[config.mk]
export PLATFORM = sky130hd
export DESIGN_NAME = pipe_barrel_shifter
export DESIGN_NICKNAME = d
export VERILOG_FILES = /design/src/rtl/shifter_pkg.sv /design/src/rtl/shift_stage.sv /design/src/rtl/pipe_barrel_shifter.sv
export SDC_FILE = /design/constraint.sdc
export NUM_CORES = 1
export LEC_CHECK = 0
export BUFFER_PORTS_ARGS = -buffer_cell sky130_fd_sc_hd__buf_2
export CAP_MARGIN = 10
export CORE_MARGIN = 3
export CORE_UTILIZATION = 30
export DETAILED_ROUTE_END_ITERATION = 16
export PLACE_DENSITY_LB_ADDON = 0.2
export SYNTH_ARGS = -nofsm -noshare
export SYNTH_HDL_FRONTEND = slang
export SYNTH_SLANG_ARGS = --single-unit
[constraint.sdc]
create_clock -name clock -period 3.4 [get_ports clock]
set_input_delay 0.34 -clock clock [delete_from_list [all_inputs] [get_ports clock]]
set_output_delay 0.34 -clock clock [all_outputs]
set_load 0.01 [all_outputs]
[src/rtl/shifter_pkg.sv]
// Shared definitions for the pipelined barrel shifter: op encodings and
// pipeline-depth helper. Rotate support is selected by PIPE_BARREL_SHIFTER_ROTATE_EN.
package shifter_pkg;

    typedef enum logic [1:0] {
        OP_SLL = 2'b00,
        OP_SRL = 2'b01,
        OP_SRA = 2'b10,
        OP_ROL = 2'b11
    } shift_op_t;

    // Number of register stages needed to cover all log-shift stages.
    function automatic int calc_nreg(input int width, input int reg_every);
        return ($clog2(width) + reg_every - 1) / reg_every;
    endfunction

endpackage

[src/rtl/shift_stage.sv]
// One log-shift stage: shifts by the fixed STEP when enabled.
// Rotate is only built when PIPE_BARREL_SHIFTER_ROTATE_EN is defined; otherwise op 11 acts as SLL.
module shift_stage
    import shifter_pkg::*;
#(
    parameter int WIDTH = 32,
    parameter int STEP  = 1
) (
    input  logic [WIDTH-1:0] i_data,
    input  logic             i_en,
    input  shift_op_t        i_op,
    input  logic             i_sign,
    output logic [WIDTH-1:0] o_data
);

    logic [WIDTH-1:0] w_shifted;

    // Select the shifted value for this stage's fixed distance.
    always_comb begin
        w_shifted = i_data;
        if (i_en) begin
            case (i_op)
                OP_SLL:  w_shifted = i_data << STEP;
                OP_SRL:  w_shifted = i_data >> STEP;
                // Fill comes from the original operand's sign, not this stage's MSB.
                OP_SRA:  w_shifted = {{STEP{i_sign}}, i_data[WIDTH-1:STEP]};
`ifdef PIPE_BARREL_SHIFTER_ROTATE_EN
                OP_ROL:  w_shifted = {i_data[WIDTH-1-STEP:0], i_data[WIDTH-1:WIDTH-STEP]};
`else
                OP_ROL:  w_shifted = i_data << STEP;
`endif
                default: w_shifted = i_data;
            endcase
        end else begin
            w_shifted = i_data;
        end
    end

    assign o_data = w_shifted;

endmodule

[src/rtl/pipe_barrel_shifter.sv]
// Pipelined barrel shifter with valid/ready handshakes, bubble collapsing and flush.
// Define PIPE_BARREL_SHIFTER_ROTATE_EN to enable rotate-left on op 11.
module pipe_barrel_shifter
    import shifter_pkg::*;
#(
    parameter int WIDTH     = 32,
    parameter int REG_EVERY = 2,
    parameter int TAG_W     = 5
) (
    input  logic                       clock,
    input  logic                       reset,
    input  logic                       flush,
    input  logic                       in_valid,
    output logic                       in_ready,
    input  logic [WIDTH-1:0]           in_data,
    input  logic [$clog2(WIDTH)-1:0]   in_shamt,
    input  logic [1:0]                 in_op,
    input  logic [TAG_W-1:0]           in_tag,
    output logic                       out_valid,
    input  logic                       out_ready,
    output logic [WIDTH-1:0]           out_data,
    output logic                       out_zero,
    output logic [TAG_W-1:0]           out_tag
);

    localparam int LOG  = $clog2(WIDTH);
    localparam int NREG = calc_nreg(WIDTH, REG_EVERY);

    logic [NREG-1:0]  r_valid;
    logic [WIDTH-1:0] r_data  [NREG];
    logic [LOG-1:0]   r_shamt [NREG];
    shift_op_t        r_op    [NREG];
    logic [NREG-1:0]  r_sign;
    logic [TAG_W-1:0] r_tag   [NREG];
    logic             r_zero;

    logic [NREG-1:0]  w_ready;
    logic [NREG-1:0]  w_src_valid;
    logic [NREG-1:0]  w_src_sign;
    logic [WIDTH-1:0] w_src_data  [NREG];
    logic [LOG-1:0]   w_src_shamt [NREG];
    shift_op_t        w_src_op    [NREG];
    logic [TAG_W-1:0] w_src_tag   [NREG];
    logic [WIDTH-1:0] w_grp_out   [NREG];

    genvar g, i;

    generate
        for (g = 0; g < NREG; g++) begin : gen_src
            if (g == 0) begin : g_in
                assign w_src_valid[g] = in_valid;
                assign w_src_data[g]  = in_data;
                assign w_src_shamt[g] = in_shamt;
                assign w_src_op[g]    = shift_op_t'(in_op);
                assign w_src_sign[g]  = in_data[WIDTH-1];
                assign w_src_tag[g]   = in_tag;
            end else begin : g_reg
                assign w_src_valid[g] = r_valid[g-1];
                assign w_src_data[g]  = r_data[g-1];
                assign w_src_shamt[g] = r_shamt[g-1];
                assign w_src_op[g]    = r_op[g-1];
                assign w_src_sign[g]  = r_sign[g-1];
                assign w_src_tag[g]   = r_tag[g-1];
            end
            // Unrolled ready chain: stage g stalls only if it and everything after it is full.
            assign w_ready[g] = ~((&r_valid[NREG-1:g]) & ~out_ready);
        end

        for (i = 0; i < LOG; i++) begin : gen_ls
            localparam int G = i / REG_EVERY;
            logic [WIDTH-1:0] w_in;
            logic [WIDTH-1:0] w_out;
            if ((i % REG_EVERY) == 0) begin : g_head
                assign w_in = w_src_data[G];
            end else begin : g_body
                assign w_in = gen_ls[i-1].w_out;
            end
            shift_stage #(
                .WIDTH (WIDTH),
                .STEP  (1 << i)
            ) u_stage (
                .i_data (w_in),
                .i_en   (w_src_shamt[G][i]),
                .i_op   (w_src_op[G]),
                .i_sign (w_src_sign[G]),
                .o_data (w_out)
            );
        end

        for (g = 0; g < NREG; g++) begin : gen_out
            localparam int LAST = (((g + 1) * REG_EVERY) < LOG) ? ((g + 1) * REG_EVERY - 1) : (LOG - 1);
            assign w_grp_out[g] = gen_ls[LAST].w_out;
        end
    endgenerate

    // Pipeline registers: valids follow the handshake, payload loads on accept.
    always_ff @(posedge clock or posedge reset) begin
        if (reset) begin
            for (int k = 0; k < NREG; k++) begin
                r_valid[k] <= 1'b0;
                r_data[k]  <= {WIDTH{1'b0}};
                r_shamt[k] <= {LOG{1'b0}};
                r_op[k]    <= OP_SLL;
                r_sign[k]  <= 1'b0;
                r_tag[k]   <= {TAG_W{1'b0}};
            end
            r_zero <= 1'b0;
        end else begin
            for (int k = 0; k < NREG; k++) begin
                if (flush) begin
                    r_valid[k] <= 1'b0;
                end else if (w_ready[k]) begin
                    r_valid[k] <= w_src_valid[k];
                end else begin
                    r_valid[k] <= r_valid[k];
                end
                if (w_ready[k] && w_src_valid[k]) begin
                    r_data[k]  <= w_grp_out[k];
                    r_shamt[k] <= w_src_shamt[k];
                    r_op[k]    <= w_src_op[k];
                    r_sign[k]  <= w_src_sign[k];
                    r_tag[k]   <= w_src_tag[k];
                end
            end
            if (w_ready[NREG-1] && w_src_valid[NREG-1]) begin
                r_zero <= (w_grp_out[NREG-1] == {WIDTH{1'b0}});
            end
        end
    end

    assign in_ready  = w_ready[0] & ~flush;
    assign out_valid = r_valid[NREG-1];
    assign out_data  = r_data[NREG-1];
    assign out_tag   = r_tag[NREG-1];
    assign out_zero  = r_zero;

endmodule
Yosys cells after proc, flatten, opt, wreduce, memory -nomap -nowiden

Cells that the tools add are included.

Output and inout bits: 40
Word-level logic and storage cells: 65
Register bits: 131

Eq/ne operators: 12
Bitwise gates (word level): 9
Reductions and logical operators: 12
Muxes and demuxes: 16

Operators by type and width:

| operator                                             | count |
|---|---|
| case mux 32 bit (3 select lines)                     | 5 |
| 2-to-1 mux 32 bit                                    | 5 |
| logical NOT 32 bit                                   | 1 |
| equality test 2 bit (second input constant)          | 6 |
| equality test 2 x 1 -> 1 bit (second input constant) | 3 |
| logical NOT 2 bit                                    | 3 |
| 2-to-1 mux 1 bit                                     | 6 |
| != test 2 bit (second input constant)                | 3 |
| OR reduction 2 bit                                   | 3 |
| inverter 1 bit                                       | 5 |
| bitwise AND 1 bit                                    | 4 |
| logical AND 1 bit                                    | 3 |
| AND reduction 3 bit                                  | 1 |
| AND reduction 2 bit                                  | 1 |

Logic depth before layout (Yosys ltp)

Gate-level depths: netlist of the first run.

Depth in word-level cells: 6
Depth in mapped cells: 9

Cells and area by module

A second synthesis of the first run with hierarchy kept.

Cells, all modules: 693
Area, all modules: 8588.2 µm²

Modules (own cells, without submodules):

| module                          | area each (µm²) | times used | cells an instance |
|---|---|---|---|
| pipe_barrel_shifter             | 5215.0          | 1          | 290 |
| shift_stage (gen_ls[1].u_stage) | 894.6           | 1          | 104 |
| shift_stage (gen_ls[0].u_stage) | 664.4           | 1          | 80 |
| shift_stage (gen_ls[2].u_stage) | 663.1           | 1          | 77 |
| shift_stage (gen_ls[3].u_stage) | 623.1           | 1          | 75 |
| shift_stage (gen_ls[4].u_stage) | 528.0           | 1          | 67 |

Worst setup path after synthesis of the first run

OpenSTA, ideal clock, no wires.

Path type: reg-to-reg
From: reg r_op[4] in the netlist's numbering
To: reg r_data (netlist bit gen_ls[4].w_in[24])
Cell stages (with the launch flop): 10
Buffers on the path: 2
Data arrival time: 1761 ps
Period minus slack after synthesis: 1894 ps
Path slack: 1506 ps
Cells stage by stage: dfrtp_1 inv_1 ha_1 nor2b_1 buf_4 buf_4 a22oi_1 a21oi_1 a221oi_1 a21oi_1

Cells in the longest elaborated chain, start to end: 6
Elaborated cells on any way between the ends: 9
Those cells by class: 3 x eq/ne; 4 x mux; 2 x reduce/logical

RTL lines:

| element                                                  | RTL line                   | source |
|---|---|---|
| start: declaration                                       | pipe_barrel_shifter.sv:32  | `shift_op_t r_op [NREG];` |
| start signal: indexed assignment                         | pipe_barrel_shifter.sv:120 | `r_op[k] <= w_src_op[k];` |
| equality test 2 bit or logical NOT 2 bit (tied branches) | shift_stage.sv:22          | `case (i_op)` |
| OR reduction 2 bit (no line)                             | -                          |  |
| case mux 32 bit (3 select lines)                         | shift_stage.sv:22          |  |
| 2-to-1 mux 32 bit                                        | shift_stage.sv:21          | `if (i_en) begin` |
| case mux 32 bit (3 select lines)                         | shift_stage.sv:22          |  |
| 2-to-1 mux 32 bit *                                      | shift_stage.sv:21          |  |
| end signal: indexed assignment                           | pipe_barrel_shifter.sv:101 | `r_data[k] <= {WIDTH{1'b0}};` |
| end signal: indexed assignment                           | pipe_barrel_shifter.sv:118 | `r_data[k] <= w_grp_out[k];` |
| end: declaration                                         | pipe_barrel_shifter.sv:30  | `logic [WIDTH-1:0] r_data [NREG];` |

Every way passes the cells marked *; elsewhere a longest branch is shown, timed or not.
A chain may end at the register's enable or synchronous reset.

Final worst setup path of the first run

From: reg r_op[5] in the netlist's numbering
To: reg r_data (netlist bit gen_ls[4].w_in[12])

The elaborated chain is that of the path after synthesis.

==> results of run 1 <==
## layout make-up
class / count / area [um2]
inverters: 26 / 101.3
clock buffers: 21 / 470.5
repair buffers: 109 / 623.1
well taps: 319 / 399.1
multi-input cells: 676 / 3697
flip-flops and latches: 125 / 3128
fillers: 2477 / 15220
clock inverters: 11 / 108.9
## worst max-delay path: stages (launching register included)
cell and delay (ns):
dfrtp_1 0.40, inv_1 0.08, ha_1 0.34, or2_1 0.44
buf_12 0.25, a22oi_1 0.11, a21oi_1 0.40, a221oi_1 0.15
nor3_1 0.22
## cell usage in the layout, fill, tap and decap left out, types with 5 or more instances in the layout
cell,n
a221oi_1,13
ha_1,6
nor2_1,94
clkinvlp_4,5
nor2b_1,10
buf_2,88
mux2_2,5
a31oi_1,13
nor3_1,15
o21ai_1,10
o21ai_0,73
inv_1,24
a21oi_1,129
o22ai_1,31
clkbuf_16,17
buf_4,19
a22oi_1,91
a22oi_2,7
nand2_1,133
dfrtp_1,125
## through the flow
stage	cell area, um2	hold WS (ns)	worst slack, ns
2_1_floorplan	7325	0.4031	1.506
4_1_cts	8528	0.07446	0.8826
5_1_grt	8528	0.09745	0.7159
6_report	8528	0.05863	0.9065
3_5_place_dp	7949	0.4492	0.8841
3_3_place_gp	7949	0.4486	0.8966
## power by group through the flow
stage | Clock [W] | Sequential (W) | Combinational (W)
6_report | 0.00178 | 0.00208 | 0.00138
2_1_floorplan | 0 | 0.00204 | 0.000944
3_5_place_dp | 0 | 0.00210 | 0.00137
4_1_cts | 0.00182 | 0.00208 | 0.00138
5_1_grt | 0.00189 | 0.00212 | 0.00156
3_3_place_gp | 0 | 0.00210 | 0.00136
## cells in the mapped netlist, types with 9 or more instances
| master | instances | area [um2] |
|---|---|---|
| a22oi_1 | 91 | 683.2 |
| o21ai_1 | 10 | 50.05 |
| buf_1 | 9 | 33.78 |
| clkbuf_1 | 37 | 138.9 |
| a221oi_1 | 13 | 113.9 |
| nor2b_1 | 11 | 68.82 |
| a21oi_1 | 129 | 645.6 |
| a31oi_1 | 13 | 81.33 |
| nand2_1 | 133 | 499.2 |
| o21ai_0 | 73 | 365.4 |
| inv_1 | 25 | 93.84 |
| buf_2 | 26 | 130.1 |
| dfrtp_1 | 125 | 3128 |
| o22ai_1 | 31 | 193.9 |
| nor2_1 | 94 | 352.8 |
| nor3_1 | 15 | 75.07 |
## layer usage
metal | up-vias | part of all wire | track usage
met5 | - | 0 | 0
met4 | 0 | 0.026 | 0.06359
met3 | 33 | 0.062 | 0.03851
met2 | 257 | 0.41 | 0.2453
met1 | 3327 | 0.50 | 0.2728
li1 | 3396 | - | -
## registers in the layout (all words and copies together) (netlist names)
| name | cells |
|---|---|
| gen_ls.w_in | 64 |
| out_data | 32 |
| r_tag | 10 |
| out_tag | 5 |
| r_op | 4 |
| r_shamt | 4 |
| r_valid | 3 |
| r_sign | 2 |
| out_zero | 1 |
## worst min path at each step
stage / from / to / cells past startpoint
final: reset / out_data[2] / 3
after global routing: in_tag[0] / r_tag[10] / 3
after CTS: reset / out_data[21] / 3
after detailed placement: r_tag[14] / r_tag[9] / 2
after global placement: r_tag[13] / r_tag[8] / 2
after floorplan: flush / r_valid[0] / 1
## logic make-up after synthesis
kind of cell    Yosys count  synth area share
flops                   125            0.4273
buf+inv                 110           0.06905
simple gates            274            0.1545
fa+ha+maj                 6           0.01025
compound gates          390            0.3299
mux                       6          0.009058
==> results.json, run 1 <==
{
  "antenna_found_initial": 0,
  "peakVddDrop_mv": 0.2904,
  "grtUsageTotal": 0.1785,
  "cts_tree": "built",
  "post_cts_resized": 0,
  "min_period_ns": 2.493,
  "p_switching_w": 0.001857,
  "clkTransAtPathRegs_ns": 0.06,
  "power.leakage_nw": 3.681,
  "num_rows": 56,
  "drc_errors": 0,
  "endpoint": "gen_ls[4].w_in[12]",
  "cts_root_buffer": "clkbuf_16",
  "hpwl_um": 16430,
  "yosysUniqueCellTypes": 46,
  "io_buffers": 88,
  "min_path_type": "primary input to async pin",
  "setup_viol": 0,
  "first_iter_violations": 702,
  "yosysWarningCount": 0,
  "final_core_util": 0.3590,
  "intPower_w": 0.003376,
  "grt_pass1_wl_um": 37580,
  "wl_per_cell_um": 18.16,
  "timing.final.crit_share": 0.7334,
  "arrival_ns": 2.82,
  "syn_area_um2": 7321,
  "synth_edf_count": 0,
  "cts_hold_buf": 0,
  "fin_nets": 1010,
  "rsz0062_at_grt": "no",
  "cts_setup_buffers": 0,
  "crit_required_ns": 3.73,
  "end_kind": "flip-flop",
  "vias": 7013,
  "ys.flop_type": "dfrtp_1",
  "reg2reg_from": "r_op[5]",
  "syn-instance-count": 911,
  "yosysSeqAreaShare": 0.4273,
  "worst_setup_path_start_kind": "flip-flop",
  "num_io_pins": 89,
  "insertion_delay_ns": 0.42,
  "cts_sinks": 125,
  "fp.dieH_um": 162.2,
  "wl_um": 23370,
  "r2r_cells": 8,
  "fmax_ghz": 0.4011,
  "start_util": 0.3082,
  "synth_nets": 966,
  "via_per_inst": 5.449,
  "gp_congestion": 0.8616,
  "diodes": 0,
  "dieArea_um2": 26310,
  "hold_viol": 0,
  "startpoint": "r_op[5]",
  "finalClockSkew_ns": 0.01041,
  "p_total_w": 0.005233,
  "dp.cells": 1255,
  "p_seq_frac": 0.397,
  "status": "completed",
  "slew-limit-headroom": 0.2584,
  "die_w_um": 162.2,
  "r2r_setup_slack_ns": 0.91,
  "final_cells": 1287,
  "grt_pass1_vias": 6574,
  "synthArstFlopShare": 1.000,
  "clock_path_buffers": 2,
  "cts_made_buffers": 17,
  "avgSynthCellArea_um2": 8.036,
  "power_frac_comb": 0.263,
  "synth-seq-cells": 125,
  "ant_nets": 0,
  "coreArea_um2": 23750,
  "p_sw_frac": 0.3549,
  "firstDrtPassIters": 5,
  "area_growth_pct": 16.49,
  "drv_slew": 0,
  "reg2reg_to": "gen_ls[4].w_in[12]",
  "maxCapViolCount": 0,
  "htree_levels": 4,
  "drive_gt1_frac": 0.1643,
  "clkPwrFrac": 0.340,
  "critPathMaxFanout": 33,
  "worst_pin_slew_ns": 1.112,
  "grt_overflow": 0,
  "critPathKind": "flip-flop to flip-flop",
  "setup_tns_ns": 0,
  "grt_max_degree": 85,
  "pwr_density_cell_nw_per_um2": 613.6
}
Power figures use the tool's default switching activity.
==> run 2, diff against run 1 <==
- ABC_AREA: default -> 1
- clock period: 3.4 -> 2.4 ns (I/O delays scaled with it)
==> run 2 against run 1 <==
Compared with the run above: the flow now finishes with violations (negative hold slack); combinational power is 57% higher; critical endpoint is now out_zero; total power is 49% higher; setup slack worse by 0.57 ns; largest cell class unchanged; area after synthesis is 8.3% higher; sequential share of layout area is 2.9 points lower; die area is 7.9% higher; utilization is 0.32 points higher; count of clock-buffer cells in the layout is 4 lower.
==> results.json, run 2 <==
{
  "num_io_pins": 89,
  "syn_area_um2": 7925,
  "hold_viol": 1,
  "synth_top_family_by_area": "simple AND/OR/NAND/NOR gates",
  "finalClockSkew_ns": 0.006788,
  "setup_tns_ns": 0,
  "firstDrtPassIters": 6,
  "power_frac_comb": 0.277,
  "wl_per_cell_um": 15.08,
  "intPower_w": 0.005100,
  "ant_nets": 0,
  "antenna_found_initial": 0,
  "htree_levels": 4,
  "timing.final.crit_share": 0.8608,
  "synth_edf_count": 0,
  "p_sw_frac": 0.3478,
  "grt_overflow": 0,
  "rsz0062_at_grt": "no",
  "via_per_inst": 4.829,
  "final_cell_mix": "nand2_1 (396), nor2_1 (161), dfrtp_1 (125)",
  "min_path_type": "primary input to async pin",
  "fp.dieH_um": 168.5,
  "cts_root_buffer": "clkbuf_16",
  "final_cells": 1603,
  "clkPwrFrac": 0.363,
  "placed_cell_area_um2": 8607,
  "yosysUniqueCellTypes": 32,
  "status": "finished, violations left",
  "avgSynthCellArea_um2": 6.577,
  "synth_nets": 1260,
  "fmax_ghz": 0.4840,
  "cts_sinks": 125,
  "start_util": 0.3102,
  "dp.cells": 1572,
  "hpwl_um": 17920,
  "syn-instance-count": 1205,
  "yosysWarningCount": 0,
  "critPathMaxFanout": 7,
  "final_common_cell": "nand2_1",
  "synth-seq-cells": 125,
  "final_cell_area_um2": 9253,
  "wl_um": 24180,
  "synthSimpleGateAreaFrac": 0.3203,
  "vias": 7741,
  "yosys.area_share.xor_xnor": 0,
  "diodes": 0,
  "min_period_ns": 2.066,
  "insertion_delay_ns": 0.42,
  "violations": "negative hold slack",
  "power.leakage_nw": 4.719,
  "worst_pin_slew_ns": 0.6855,
  "area_growth_pct": 16.75,
  "synthArstFlopShare": 1.000,
  "pwr_density_cell_nw_per_um2": 845.1,
  "synth-compound-area-share": 0.1740,
  "num_rows": 58,
  "worst_setup_path_start_kind": "flip-flop",
  "end_kind": "flip-flop",
  "critPathKind": "flip-flop to flip-flop",
  "dieArea_um2": 28400,
  "p_switching_w": 0.002719,
  "synth_area_leaders": "dfrtp_1 (39%), nand2_1 (19%), nor2_1 (7.7%), o21ai_0 (6.5%), inv_1 (5.3%)",
  "clock_path_buffers": 2,
  "yosysTopAreaCell": "dfrtp_1",
  "drv_slew": 0,
  "maxCapViolCount": 0,
  "grt_pass1_wl_um": 39880,
  "fin_nets": 1316,
  "coreArea_um2": 25540,
  "die_w_um": 168.5,
  "p_seq_frac": 0.360,
  "synth_adder_area_share": 0.009473,
  "peakVddDrop_mv": 0.5026,
  "synth.area.mux_share": 0,
  "io_buffers": 88,
  "synthTopCellsByCount": "nand2_1 (396), nor2_1 (163), dfrtp_1 (125), inv_1 (112), o21ai_0 (103)",
  "arrival_ns": 2.43,
  "setup_viol": 0,
  "crit_required_ns": 2.76,
  "grtUsageTotal": 0.1724,
  "gp_congestion": 0.8976,
  "yosysSeqAreaShare": 0.3947,
  "clkTransAtPathRegs_ns": 0.06,
  "drive_gt1_frac": 0.1265,
  "grt_pass1_vias": 7473,
  "slew-limit-headroom": 0.5430,
  "num-fill-cells": 2853,
  "largest_reg_flops": 64,
  "drc_errors": 0,
  "synth_top_cell_area_share": 0.3947,
  "cts_made_buffers": 17,
  "first_iter_violations": 553,
  "grt_max_degree": 126,
  "cts_tree": "built",
  "ys.flop_type": "dfrtp_1",
  "synth.most_common_cell": "nand2_1",
  "timing.hold.ws_ns": -0.001483
}
-- run 2: cell count changes in the layout (fill, tap and decap cells not counted), moves of 28 or more --
| cell | delta |
|---|---|
| o21ai_1 | +28 |
| o22ai_1 | -30 |
| o21ai_0 | +30 |
| o211ai_1 | +31 |
| nand3_1 | +65 |
| a22oi_1 | -84 |
| inv_1 | +87 |
| a21oi_1 | -82 |
| nand2_1 | +263 |
| nor2_1 | +67 |
-- run 2: what timing repair did --
action / 4_1_cts / 5_1_grt
hold buffers: 0 / 0
resized for setup: 0 / 1
endpoints found under the setup margin: 0 / 1
hold endpoints to repair: 0 / 0
buffers inserted: 0 / 0
-- run 2: area by class of cell --
| class | count | area [um2] | area share |
|---|---|---|---|
| Clock buffer | 17 | 425.4 | 0.04598 |
| Clock inverter | 14 | 217.7 | 0.02353 |
| Inverter | 119 | 450.4 | 0.04868 |
| Multi-Input combinational cell | 890 | 4003 | 0.4326 |
| Sequential cell | 125 | 3128 | 0.3381 |
| Tap cell | 330 | 412.9 | 0.04462 |
| Timing Repair Buffer | 108 | 615.6 | 0.06653 |
-- run 2: stage by stage --
step                power [W]  worst slack (ns)  hold slack (ns)  utilization
floorplan            0.004281            0.6207           0.3031            -
global placement     0.005021            0.2034           0.4459       0.3369
detailed placement   0.005026            0.2240           0.4478       0.3369
CTS                  0.007893            0.2186         0.005611       0.3621
global route         0.008342           0.09383          0.01173       0.3622
finish               0.007819            0.3341        -0.001483       0.3622
-- run 2: worst max-delay path, cell delays in order (launching register included) --
cell	delay, ns
dfrtp_1	0.40
ha_1	0.26
nor2_1	0.39
buf_4	0.24
o21ai_0	0.12
nor2_1	0.11
nand2_1	0.07
nor2_1	0.14
nand2_1	0.08
nor2_1	0.11
nand2_1	0.06
nand2_1	0.05
-- run 2: final timing paths --
path                       startpoint  slack [ns]          to  depth (start not counted)
min in group clock          in_tag[0]        0.02   r_tag[10]                          3
hold reg to reg            out_tag[3]        0.47  out_tag[3]                          2
hold / removal                  reset      -0.001  r_valid[0]                          3
setup reg to reg              r_op[2]        0.33    out_zero                         11
max in group asynchronous       reset        1.87  out_tag[2]                          3
setup / recovery              r_op[2]        0.33    out_zero                         11
-- run 2: logic make-up after synthesis --
kind of cell / Yosys count
AOI/OAI and AO/OA: 245
adders and majority gates: 6
buffers and inverters: 190
DFF: 125
and+or+nand+nor: 639
-- run 2: power groups by stage --
stage	combinational [W]	sequential [W]	clock (W)
finish	0.00216	0.00282	0.00284
detailed placement	0.00217	0.00286	0
CTS	0.00218	0.00282	0.00289
global route	0.00248	0.00287	0.00300
floorplan	0.00145	0.00283	0
global placement	0.00217	0.00285	0
-- run 2: routing by layer --
layer | GRT usage | part of all wire | vias up
met5 | 0 | 0 | -
met4 | 0.06795 | 0.032 | 0
met3 | 0.03223 | 0.048 | 41
met2 | 0.2666 | 0.44 | 222
met1 | 0.2392 | 0.48 | 3512
li1 | - | - | 3966
